**config.mk**
```make
export PLATFORM = sky130hd
export DESIGN_NAME = uart_trans_shift_flat
export DESIGN_NICKNAME = d
export VERILOG_FILES = /design/src/rtl/uart_trans_shift_if.sv /design/src/rtl/uart_trans_shift.sv /design/src/flat_wrapper.sv
export SDC_FILE = /design/constraint.sdc
export NUM_CORES = 1
export LEC_CHECK = 0
export CAP_MARGIN = 15
export CORE_MARGIN = 3
export CORE_UTILIZATION = 56
export CTS_CLUSTER_DIAMETER = 50
export DETAILED_ROUTE_END_ITERATION = 7
export PLACE_DENSITY = 0.92
export SLEW_MARGIN = 40
export SYNTH_ARGS = -nofsm -noshare
export SYNTH_HDL_FRONTEND = slang
export SYNTH_SLANG_ARGS = --single-unit
```
**constraint.sdc**
```tcl
create_clock -name sys_clk -period 3.15 [get_ports sys_clk]
set_clock_uncertainty 0.15 [all_clocks]
set_input_delay 0.4725 -clock sys_clk [delete_from_list [all_inputs] [get_ports sys_clk]]
set_output_delay 0.4725 -clock sys_clk [all_outputs]
set_load 0.05 [all_outputs]
```
**src/rtl/uart_trans_shift_if.sv**
```systemverilog
// rtl/uart_trans_shift_if.sv - control-block to transmitter shift-register bus
interface uart_trans_shift_if;
  logic       ctrl_trans_thr_vld;
  logic [7:0] ctrl_trans_shift_data;
  logic [1:0] ctrl_trans_data_length;
  logic       ctrl_trans_stop_length;
  logic       ctrl_trans_parity_en;
  logic       ctrl_trans_parity_bit;
  logic       trans_ctrl_thr_read;
  logic       trans_ctrl_thsr_empty;
  logic       trans_ctrl_busy;

  modport master (
    output ctrl_trans_thr_vld, ctrl_trans_shift_data, ctrl_trans_data_length,
           ctrl_trans_stop_length, ctrl_trans_parity_en, ctrl_trans_parity_bit,
    input  trans_ctrl_thr_read, trans_ctrl_thsr_empty, trans_ctrl_busy
  );

  modport slave (
    input  ctrl_trans_thr_vld, ctrl_trans_shift_data, ctrl_trans_data_length,
           ctrl_trans_stop_length, ctrl_trans_parity_en, ctrl_trans_parity_bit,
    output trans_ctrl_thr_read, trans_ctrl_thsr_empty, trans_ctrl_busy
  );
endinterface

```
**src/rtl/uart_trans_shift.sv**
```systemverilog
// rtl/uart_trans_shift.sv - UART transmit shift register and frame sequencer
module uart_trans_shift #(
  parameter int OVERSAMPLE = 16
) (
  input  logic              sys_clk,
  input  logic              rst,
  input  logic              baud_gen_trans_tick,
  uart_trans_shift_if.slave ctrl,
  output logic              uart_sout
);

  // Last tick index of a normal bit period and of the two long stop variants.
  localparam logic [4:0] LP_BIT_LAST    = 5'(OVERSAMPLE - 1);
  localparam logic [4:0] LP_STOP15_LAST = 5'((OVERSAMPLE * 3) / 2 - 1);
  localparam logic [4:0] LP_STOP2_LAST  = 5'(2 * OVERSAMPLE - 1);

  typedef enum logic [2:0] {
    S_IDLE,
    S_START,
    S_DATA,
    S_PARITY,
    S_STOP
  } state_t;

  state_t     r_state;
  state_t     w_next_state;
  logic [4:0] r_tick_cnt;
  logic [2:0] r_bit_cnt;
  logic [7:0] r_shift;
  logic [1:0] r_len;
  logic       r_stop;
  logic       r_pen;
  logic       r_par;

  logic [7:0] w_mask;
  logic [7:0] w_masked;
  logic [4:0] w_period_last;
  logic       w_period_done;
  logic [2:0] w_last_bit;
  logic       w_load;

  // Keep only the bits of the THR that belong to the selected word length.
  always_comb begin
    w_mask = 8'hFF;
    case (ctrl.ctrl_trans_data_length)
      2'b00:   w_mask = 8'h1F;
      2'b01:   w_mask = 8'h3F;
      2'b10:   w_mask = 8'h7F;
      default: w_mask = 8'hFF;
    endcase
    w_masked = ctrl.ctrl_trans_shift_data & w_mask;
  end

  // Period length: only STOP with the long-stop option differs from one bit.
  always_comb begin
    w_period_last = LP_BIT_LAST;
    if (r_state == S_STOP && r_stop) begin
      w_period_last = (r_len == 2'b00) ? LP_STOP15_LAST : LP_STOP2_LAST;
    end
    w_period_done = baud_gen_trans_tick && (r_tick_cnt == w_period_last);
  end

  // Index of the final data bit is 4 + length code (5..8 bits).
  assign w_last_bit = {1'b1, r_len};

  // State register.
  always_ff @(posedge sys_clk or posedge rst) begin
    if (rst) begin
      r_state <= S_IDLE;
    end else begin
      r_state <= w_next_state;
    end
  end

  // Next state, load strobe and serial line level.
  always_comb begin
    w_next_state = r_state;
    w_load       = 1'b0;
    uart_sout    = 1'b1;
    case (r_state)
      S_IDLE: begin
        if (ctrl.ctrl_trans_thr_vld) begin
          w_load       = 1'b1;
          w_next_state = S_START;
        end
      end
      S_START: begin
        uart_sout = 1'b0;
        if (w_period_done) w_next_state = S_DATA;
      end
      S_DATA: begin
        uart_sout = r_shift[0];
        if (w_period_done && r_bit_cnt == w_last_bit) begin
          w_next_state = r_pen ? S_PARITY : S_STOP;
        end
      end
      S_PARITY: begin
        uart_sout = r_par;
        if (w_period_done) w_next_state = S_STOP;
      end
      S_STOP: begin
        if (w_period_done) begin
          if (ctrl.ctrl_trans_thr_vld) begin
            // Chain straight into the next start bit with no idle cycle.
            w_load       = 1'b1;
            w_next_state = S_START;
          end else begin
            w_next_state = S_IDLE;
          end
        end
      end
      default: w_next_state = S_IDLE;
    endcase
  end

  assign ctrl.trans_ctrl_thr_read   = w_load;
  assign ctrl.trans_ctrl_busy       = (r_state != S_IDLE);
  assign ctrl.trans_ctrl_thsr_empty = (r_state == S_IDLE) && !ctrl.ctrl_trans_thr_vld;

  // Frame datapath: snapshot data and configuration on load, then count ticks and shift bits.
  always_ff @(posedge sys_clk or posedge rst) begin
    if (rst) begin
      r_tick_cnt <= 5'd0;
      r_bit_cnt  <= 3'd0;
      r_shift    <= 8'd0;
      r_len      <= 2'd0;
      r_stop     <= 1'b0;
      r_pen      <= 1'b0;
      r_par      <= 1'b0;
    end else if (w_load) begin
      r_tick_cnt <= 5'd0;
      r_bit_cnt  <= 3'd0;
      r_shift    <= w_masked;
      r_len      <= ctrl.ctrl_trans_data_length;
      r_stop     <= ctrl.ctrl_trans_stop_length;
      r_pen      <= ctrl.ctrl_trans_parity_en;
      r_par      <= (^w_masked) ^ ~ctrl.ctrl_trans_parity_bit;
    end else if (r_state != S_IDLE && baud_gen_trans_tick) begin
      if (w_period_done) begin
        r_tick_cnt <= 5'd0;
        if (r_state == S_DATA) begin
          r_shift   <= {1'b0, r_shift[7:1]};
          r_bit_cnt <= r_bit_cnt + 3'd1;
        end
      end else begin
        r_tick_cnt <= r_tick_cnt + 5'd1;
      end
    end
  end

endmodule
```
**src/flat_wrapper.sv**
```systemverilog
// flat-port wrapper written by rule: the top's interface ports become plain ports
module uart_trans_shift_flat 
#(
  parameter int OVERSAMPLE = 16
)
  (sys_clk, rst, baud_gen_trans_tick, uart_sout, ctrl_ctrl_trans_thr_vld, ctrl_ctrl_trans_shift_data, ctrl_ctrl_trans_data_length, ctrl_ctrl_trans_stop_length, ctrl_ctrl_trans_parity_en, ctrl_ctrl_trans_parity_bit, ctrl_trans_ctrl_thr_read, ctrl_trans_ctrl_thsr_empty, ctrl_trans_ctrl_busy);
  uart_trans_shift_if ctrl_i ();
  input  logic sys_clk;
  input  logic rst;
  input  logic baud_gen_trans_tick;
  output logic uart_sout;
  input wire logic [$bits(ctrl_i.ctrl_trans_thr_vld)-1:0] ctrl_ctrl_trans_thr_vld;
  input wire logic [$bits(ctrl_i.ctrl_trans_shift_data)-1:0] ctrl_ctrl_trans_shift_data;
  input wire logic [$bits(ctrl_i.ctrl_trans_data_length)-1:0] ctrl_ctrl_trans_data_length;
  input wire logic [$bits(ctrl_i.ctrl_trans_stop_length)-1:0] ctrl_ctrl_trans_stop_length;
  input wire logic [$bits(ctrl_i.ctrl_trans_parity_en)-1:0] ctrl_ctrl_trans_parity_en;
  input wire logic [$bits(ctrl_i.ctrl_trans_parity_bit)-1:0] ctrl_ctrl_trans_parity_bit;
  output wire logic [$bits(ctrl_i.trans_ctrl_thr_read)-1:0] ctrl_trans_ctrl_thr_read;
  output wire logic [$bits(ctrl_i.trans_ctrl_thsr_empty)-1:0] ctrl_trans_ctrl_thsr_empty;
  output wire logic [$bits(ctrl_i.trans_ctrl_busy)-1:0] ctrl_trans_ctrl_busy;
  assign ctrl_i.ctrl_trans_thr_vld = ctrl_ctrl_trans_thr_vld;
  assign ctrl_i.ctrl_trans_shift_data = ctrl_ctrl_trans_shift_data;
  assign ctrl_i.ctrl_trans_data_length = ctrl_ctrl_trans_data_length;
  assign ctrl_i.ctrl_trans_stop_length = ctrl_ctrl_trans_stop_length;
  assign ctrl_i.ctrl_trans_parity_en = ctrl_ctrl_trans_parity_en;
  assign ctrl_i.ctrl_trans_parity_bit = ctrl_ctrl_trans_parity_bit;
  assign ctrl_trans_ctrl_thr_read = ctrl_i.trans_ctrl_thr_read;
  assign ctrl_trans_ctrl_thsr_empty = ctrl_i.trans_ctrl_thsr_empty;
  assign ctrl_trans_ctrl_busy = ctrl_i.trans_ctrl_busy;
  uart_trans_shift #(.OVERSAMPLE(OVERSAMPLE)) u_core (.sys_clk(sys_clk), .rst(rst), .baud_gen_trans_tick(baud_gen_trans_tick), .ctrl(ctrl_i), .uart_sout(uart_sout));
endmodule
```
# Word level (Yosys, flattened, before mapping)
# Index checks and enable logic that the tools add are counted.
[totals]
out_inout_bits = 4
wordCells = 68
regBits = 24
[op_classes]
bitwise = 3
eq_ne = 13
mux = 26
reduce_logical = 16
n_addsub = 2
[op_table]
columns = ["operator", "n"]
rows = [
  ["$mux 8", 4],
  ["$mux 3", 10],
  ["$pmux 8 s3", 1],
  ["$mux 5", 4],
  ["$pmux 3 s5", 1],
  ["$and 8x8->8", 1],
  ["$ne 2x1->1 const B", 4],
  ["$reduce_xor 8->1", 1],
  ["$eq 3x2->1 const B", 2],
  ["$reduce_bool 2->1", 3],
  ["$add 5x1->5 const B", 1],
  ["$eq 5x5->1", 1],
  ["$logic_and 1x1->1", 5],
  ["$reduce_and 5->1", 1],
  ["$logic_not 2->1", 2],
  ["$mux 4", 1],
  ["$add 3x1->3 const B", 1],
  ["$eq 3x1->1 const B", 1],
  ["$eq 3x3->1", 1],
  ["$eq 3x3->1 const B", 1],
  ["$logic_not 3->1", 1],
  ["$mux 1", 3],
  ["$pmux 1 s3", 1],
  ["$reduce_and 3->1", 1],
  ["other kinds (8)", 8],
]

# Depth between registers and ports, before layout
# Gate-level depths: netlist (run 1).
[logic_depth]
word_depth = 9
ltp_mapped = 8
ltp_nobuf = 6

# Worst setup path before layout (run 1)
# OpenSTA, ideal clock, no wires.
[synth_path]
path_kind = "register to output"
from = "register u_core.r_state[0]"
to = "output ctrl_trans_ctrl_thsr_empty"
required_time_ps = 2527
n_path_buf = 1
slack_ps = 679
path_stages_with_launch = 4
arrival_time_ps = 1848
path_cell_list = "dfrtp_1 -> buf_6 -> or3_2 -> nor2_1"
[synth_between]
elab_chain_len = 2
[synth_rtl]
columns = ["item", "line_no", "text"]
rows = [
  ["start, declared", "uart_trans_shift.sv:25", "state_t r_state;"],
  ["start signal, assigned", "uart_trans_shift.sv:71", "r_state <= w_next_state;"],
  ["$logic_not 3->1", "uart_trans_shift.sv:118", "assign ctrl.trans_ctrl_thsr_empty = (r_state == S_IDLE) && !ctrl.ctrl_trans_thr_vld;"],
  ["$logic_and 1x1->1", "uart_trans_shift.sv:118", ""],
  ["end, declared", "flat_wrapper.sv:19", "output wire logic [$bits(ctrl_i.trans_ctrl_thsr_empty)-1:0] ctrl_trans_ctrl_thsr_empty;"],
]
# No other way between the ends.

# Worst setup path after layout (run 1)
[layout_path]
from = "register u_core.r_state[2]"
to = "output ctrl_trans_ctrl_thr_read"
[layout_between]
elab_chain_len = 7
word_cells_on_any_way = 8
[layout_rtl]
columns = ["item", "line_no", "text"]
rows = [
  ["$eq 3x3->1", "uart_trans_shift.sv:57, uart_trans_shift.sv:80", ""],
  ["$logic_and 1x1->1", "uart_trans_shift.sv:57", "if (r_state == S_STOP && r_stop) begin"],
  ["$mux 5", "uart_trans_shift.sv:57", ""],
  ["$eq 5x5->1", "uart_trans_shift.sv:60", "w_period_done = baud_gen_trans_tick && (r_tick_cnt == w_period_last);"],
  ["$logic_and 1x1->1", "uart_trans_shift.sv:60", ""],
  ["$mux 1", "uart_trans_shift.sv:102", "if (w_period_done) begin"],
  ["$pmux 1 s2 (*)", "uart_trans_shift.sv:80", "case (r_state)"],
  ["end, declared", "flat_wrapper.sv:18", "output wire logic [$bits(ctrl_i.trans_ctrl_thr_read)-1:0] ctrl_trans_ctrl_thr_read;"],
]
# Every way passes the cells marked *; elsewhere a longest branch is shown, timed or not.

==> metrics.txt, run 1 <==
Post-Layout Inst Area 1665 um^2; Final Max Slew Viols 0; VDD IR max 549.2 uV; CTS root buf clkbuf_4; first-pass GRT wire length 5.395 mm; register area 600.6 um^2; sequential share of power 43.4%; Max Freq 0.3265 GHz; row cnt 17; WL met3 136 um; Post-Synth Simple-Gate Area 17.52%; Netlist cell types 45; initial core utilization 62.57%; sequential fraction of the synthesis area 41.03%; Primary FF master, synth dfrtp_1; crit path cell chain nor4bb_4 > or3b_4 > a21oi_2 > o21ai_4 > inv_2 > buf_12; status completed; Post-Route WL 3.173 mm; core area 2340 um^2; Hold WC Path Type input pin to async pin; postcts setup bufs 0; metal2 WL 1.503 mm; placed cells 186; CTS H-tree lvls 1; relative slew slack 57.03%; GRT overflow 0; min cycle time layout 3063 ps; n_diodes 0; nets 182; Post-synth EDFFs 0; Startpoint Class register; mux contribution to synthesized area 5.897%; routability cong. 0.8314; Multi-input gate area 759.5 um^2; Post-Syn Area 1464 um^2; fill cell count 174; Final Power 1.267 mW; fin worst setup slack 87.04 ps; vias per cell 6.238; Cells after Synth 145; CP max FO 15; Layout Utilization 71.18%; flops & latches, synth 24; Post-Syn Nets 164; ys async rst share 100.0%; met1 WL 1.417 mm; worst hold slack 335.4 ps; placed inst area 1643 um^2; max layer used met4; DPL Wire Length 2.377 mm; share of Yosys cell area claimed by the top area cell type 41.03%; Ys Warns 0; most frequent cells in the layout 24 x dfrtp_1, 19 x clkdlybuf4s50_1, 14 x nor2_1; later-pin clock latency in the skew report 320 ps; setup tns final 0 ps; Die X 57.13 um; Post-DRT Antenna Nets 0; Avg WL per Cell 16.79 um; drt first-iter violations 50; CTS Hold Bufs 0; RSZ-0062 raised after global routing no; post-CTS sizing 0; sw frac 41.91%; port bufs 20; Crit Path Category register to output pin; Synth Area in XOR/XNOR 7.179%; largest net degree at the start of global routing 25; Syn Area/Cell 10.10 um^2; Crit path required time 2530 ps; number of global-route vias before repair 1183; initial antenna violation count 0; Worst EP arrival 2440 ps; Critical Path End Type output pin; Adder-Cell Fraction of Synth Area 1.709%; Total Routing Usage GR 20.69%; CP max stage delay 560 ps; Post-Place Worst Slack 478.1 ps; Clock power frac 10.8%; Vias 1179; IO Pins 21; fraction of layout cells with a size suffix above 1 15.53%; Worst path slowest cell dfrtp_1; reg2reg setup slack 580 ps; CTS tree done; Finished Layout Cells 189; Compound-Gate Fraction of Synth Area 19.57%; Power Density 761.1 nW/um^2; period utilisation layout 97.24%; final setup fails 0; most common cell after layout, fill and taps aside dfrtp_1; Die Span Y 57.13 um; max cap viols 0; fraction of power consumed by combinational cells 45.7%; DRC viols 0; Final Hold Fails 0; net switching power 0.5312 mW; CTS max path bufs 2; Area contributors post-synth dfrtp_1 41%, xnor2_1 5.4%, mux2_2 3.8%; cell accounting for the most synthesized area dfrtp_1; Syn-to-layout area delta 13.76%; CTS clock-pin slew for the worst setup and hold paths 130 ps; main combinational cell family by area after synthesis compound AO/OA/AOI/OAI gates; CTS buffer count 3; TritonRoute pass-1 iters 5; Worst-Margin Slew 642.5 ps; CTS sink cnt 24; leak pwr 0.6933 nW; Total Die Area 3264 um^2; Power Internal 0.7363 mW
## worst max-delay path, delay by kind of cell, from the launching register on
family | cells | cell delay, ps
AND/OR/NAND/NOR | 2 | 660
flip-flops | 1 | 560
buffers and inverters | 2 | 460
AO/OA/AOI/OAI | 2 | 420
## layer usage
layer	vias up	global-route usage [%]
met5	-	0
met4	0	10.26
met3	15	2.941
met2	52	31.81
met1	555	28.49
li1	557	-
## final timing paths
check	cells past startpoint	to	start
max	6	ctrl_trans_ctrl_thr_read	u_core.r_state[2]$_DFFE_PP0P_
min	2	u_core.r_shift[2]$_DFFE_PP0P_	rst
max reg2reg	6	u_core.r_pen$_DFFE_PP0P_	u_core.r_state[2]$_DFFE_PP0P_
min reg2reg	1	u_core.r_shift[6]$_DFFE_PP0P_	u_core.r_shift[7]$_DFFE_PP0P_
max in group asynchronous	2	u_core.r_tick_cnt[4]$_DFFE_PP0P_	rst
min in group sys_clk	1	u_core.r_shift[6]$_DFFE_PP0P_	u_core.r_shift[7]$_DFFE_PP0P_
## registers in the layout, indices dropped and copies added (netlist names)
name,cells
u_core.r_shift,8
u_core.r_tick_cnt,5
u_core.r_bit_cnt,3
u_core.r_state,3
u_core.r_len,2
u_core.r_par,1
u_core.r_pen,1
u_core.r_stop,1
## power by group through the flow
stage	Sequential [mW]	Clock, mW	Combinational (mW)
after CTS	0.548	0.136	0.579
after floorplan	0.511	0	0.470
after global placement	0.543	0	0.547
final	0.550	0.137	0.580
after global routing	0.569	0.147	0.634
after detailed placement	0.556	0	0.573
## cell families (layout without fill, tap and decap cells)
family	after synthesis	count (layout)
fa+ha+maj	2	2
xor+xnor	12	12
simple gates	48	48
flops	24	24
compound gates	34	34
mux	8	8
buf+inv	17	33
## cell type report
type	instances	share of cell area (%)
Clock buffer	3	1.352
Inverter	10	2.254
Multi-Input combinational cell	104	45.60
Sequential cell	24	36.06
Tap cell	28	2.104
Timing Repair Buffer	20	12.62
## cells in the mapped netlist (4+ instances only)
cell and number:
dfrtp_1 24, a221oi_1 4, nor2_1 14, nand2_1 11
inv_1 9, xnor2_1 9, o21ai_0 4, a21oi_1 7
nand3_1 10, buf_6 4, mux2_2 5
No activity file was read; power rests on OpenSTA's default activity.
==> run 2, diff against run 1 <==
--- a/config.mk
+++ b/config.mk
@@ -9,6 +9,7 @@
 export CORE_MARGIN = 3
 export CORE_UTILIZATION = 56
 export CTS_CLUSTER_DIAMETER = 50
+export CTS_CLUSTER_SIZE = 14
 export DETAILED_ROUTE_END_ITERATION = 7
 export PLACE_DENSITY = 0.92
 export SLEW_MARGIN = 40
==> results of run 2 <==
Same layout as run 1: the final DEF is identical, and so are final timing and power.
==> run 3, diff against run 2 <==
--- a/config.mk
+++ b/config.mk
@@ -7,11 +7,12 @@
 export LEC_CHECK = 0
 export CAP_MARGIN = 15
 export CORE_MARGIN = 3
-export CORE_UTILIZATION = 56
+export CORE_UTILIZATION = 53
 export CTS_CLUSTER_DIAMETER = 50
 export CTS_CLUSTER_SIZE = 14
 export DETAILED_ROUTE_END_ITERATION = 7
-export PLACE_DENSITY = 0.92
+export GPL_ROUTABILITY_DRIVEN = 0
+export PLACE_DENSITY = 0.88
 export SLEW_MARGIN = 40
 export SYNTH_ARGS = -nofsm -noshare
 export SYNTH_HDL_FRONTEND = slang
==> constraint.sdc (replaced) <==
create_clock -name sys_clk -period 3.39 [get_ports sys_clk]
set_clock_uncertainty 0.15 [all_clocks]
set_input_delay 0.5085 -clock sys_clk [delete_from_list [all_inputs] [get_ports sys_clk]]
set_output_delay 0.5085 -clock sys_clk [all_outputs]
set_load 0.05 [all_outputs]
==> metrics.txt, run 3 (same netlist as run 1, synthesis figures left out) <==
WHS Path Cells 1; Total Die Area 3429 um^2; Hold WC Path Type register to register; VDD IR max 623.6 uV; max cap viols 0; Post-Layout Inst Area 1655 um^2; Post-Route WL 3.039 mm; CTS root buf clkbuf_4; Vias 1177; IO Pins 21; placed inst area 1633 um^2; row cnt 18; worst hold slack 369.6 ps; RSZ-0062 raised after global routing no; min cycle time layout 3084 ps; CTS tree done; max reg flops 8; post-CTS sizing 0; vias per cell 6.162; initial core utilization 57.52%; Regs by FF count u_core.r_shift (8), u_core.r_tick_cnt (5); Crit Path Category register to output pin; Final Power 1.150 mW; Max Freq 0.3243 GHz; Top reg by flops u_core.r_shift; postcts setup bufs 0; status completed; Critical Path End Type output pin; most frequent cells in the layout 24 x dfrtp_1, 19 x clkdlybuf4s50_1, 14 x nor2_1; port bufs 20; GRT overflow 0; most common cell after layout, fill and taps aside dfrtp_1; setup tns final 0 ps; CTS sink cnt 24; number of global-route vias before repair 1191; core area 2545 um^2; Crit path required time 2730 ps; CTS H-tree lvls 1; CTS buffer count 3; final setup fails 0; CTS Hold Bufs 0; Startpoint Class register; DPL Wire Length 2.325 mm; Total Routing Usage GR 20.58%; CTS max path bufs 2; largest net degree at the start of global routing 25; drt first-iter violations 37; Die X 58.56 um; Power Density 695.0 nW/um^2; Die Span Y 58.56 um; initial antenna violation count 0; CP max FO 15; Worst-Margin Slew 651.2 ps; Avg WL per Cell 15.91 um; Final Hold Fails 0; relative slew slack 56.45%; TritonRoute pass-1 iters 4; R2R cell count 5; period utilisation layout 90.96%; Worst EP arrival 2430 ps; first-pass GRT wire length 5.451 mm; n_diodes 0; nets 182; DRC viols 0; later-pin clock latency in the skew report 310 ps; leak pwr 0.6903 nW; Syn-to-layout area delta 13.08%; CTS clock-pin slew for the worst setup and hold paths 120 ps; Final Max Slew Viols 0; fraction of layout cells with a size suffix above 1 15.53%; Post-DRT Antenna Nets 0
==> run 3: final timing paths <==
check                                                 startpoint                          endpoint  slack, ps
worst max register to register     u_core.r_state[2]$_DFFE_PP0P_     u_core.r_shift[6]$_DFFE_PP0P_        860
worst max-delay path               u_core.r_state[2]$_DFFE_PP0P_          ctrl_trans_ctrl_thr_read        310
min in group asynchronous                                    rst       u_core.r_len[1]$_DFFE_PP0P_        380
worst min register to register  u_core.r_tick_cnt[0]$_DFFE_PP0P_  u_core.r_tick_cnt[0]$_DFFE_PP0P_        370
worst min-delay path            u_core.r_tick_cnt[0]$_DFFE_PP0P_  u_core.r_tick_cnt[0]$_DFFE_PP0P_        370
max in group asynchronous                                    rst         u_core.r_stop$_DFFE_PP0P_       2380
==> run 3: report_power, final <==
part           internal, mW  leakage [nW]  switching (mW)  total [mW]
registers             0.398         0.295           0.113       0.510
logic                 0.239         0.382           0.278       0.516
clock network        0.0416        0.0138          0.0821       0.124
==> run 3: final cells by class <==
type	instances	area, um^2
clock buffer	3	22.52
inverter	10	37.54
fill	205	889.6
timing repair buffer	20	197.7
sequential	24	600.6
multi-input combinational	104	759.5
tap	30	37.54
==> run 3: per-layer routing <==
layer / vias to the layer above / global-route usage, % / part of all wire, % / routed length, um
met4: 0 / 6.291 / 1.1 / 34
met1: 577 / 27.79 / 44 / 1322
met3: 5 / 2.412 / 6.2 / 188
li1: 554 / - / - / -
met2: 41 / 34.61 / 49 / 1493
met5: - / 0 / 0 / 0
==> run 3: metrics by stage <==
stage	std cells	util [%]	worst slack [ps]
floorplan	145	-	883.4
global placement	188	64.16	696.4
detailed placement	188	64.16	647.0
CTS	191	65.04	312.1
global route	191	65.04	176.2
finish	191	65.04	306.4
==> run 3: critical path, cell delays in order, from the launching register on <==
cell and delay (ps):
dfrtp_1 560, nor4bb_4 240, or3b_4 420, a21oi_2 250, o21ai_4 130, inv_2 250
buf_4 260
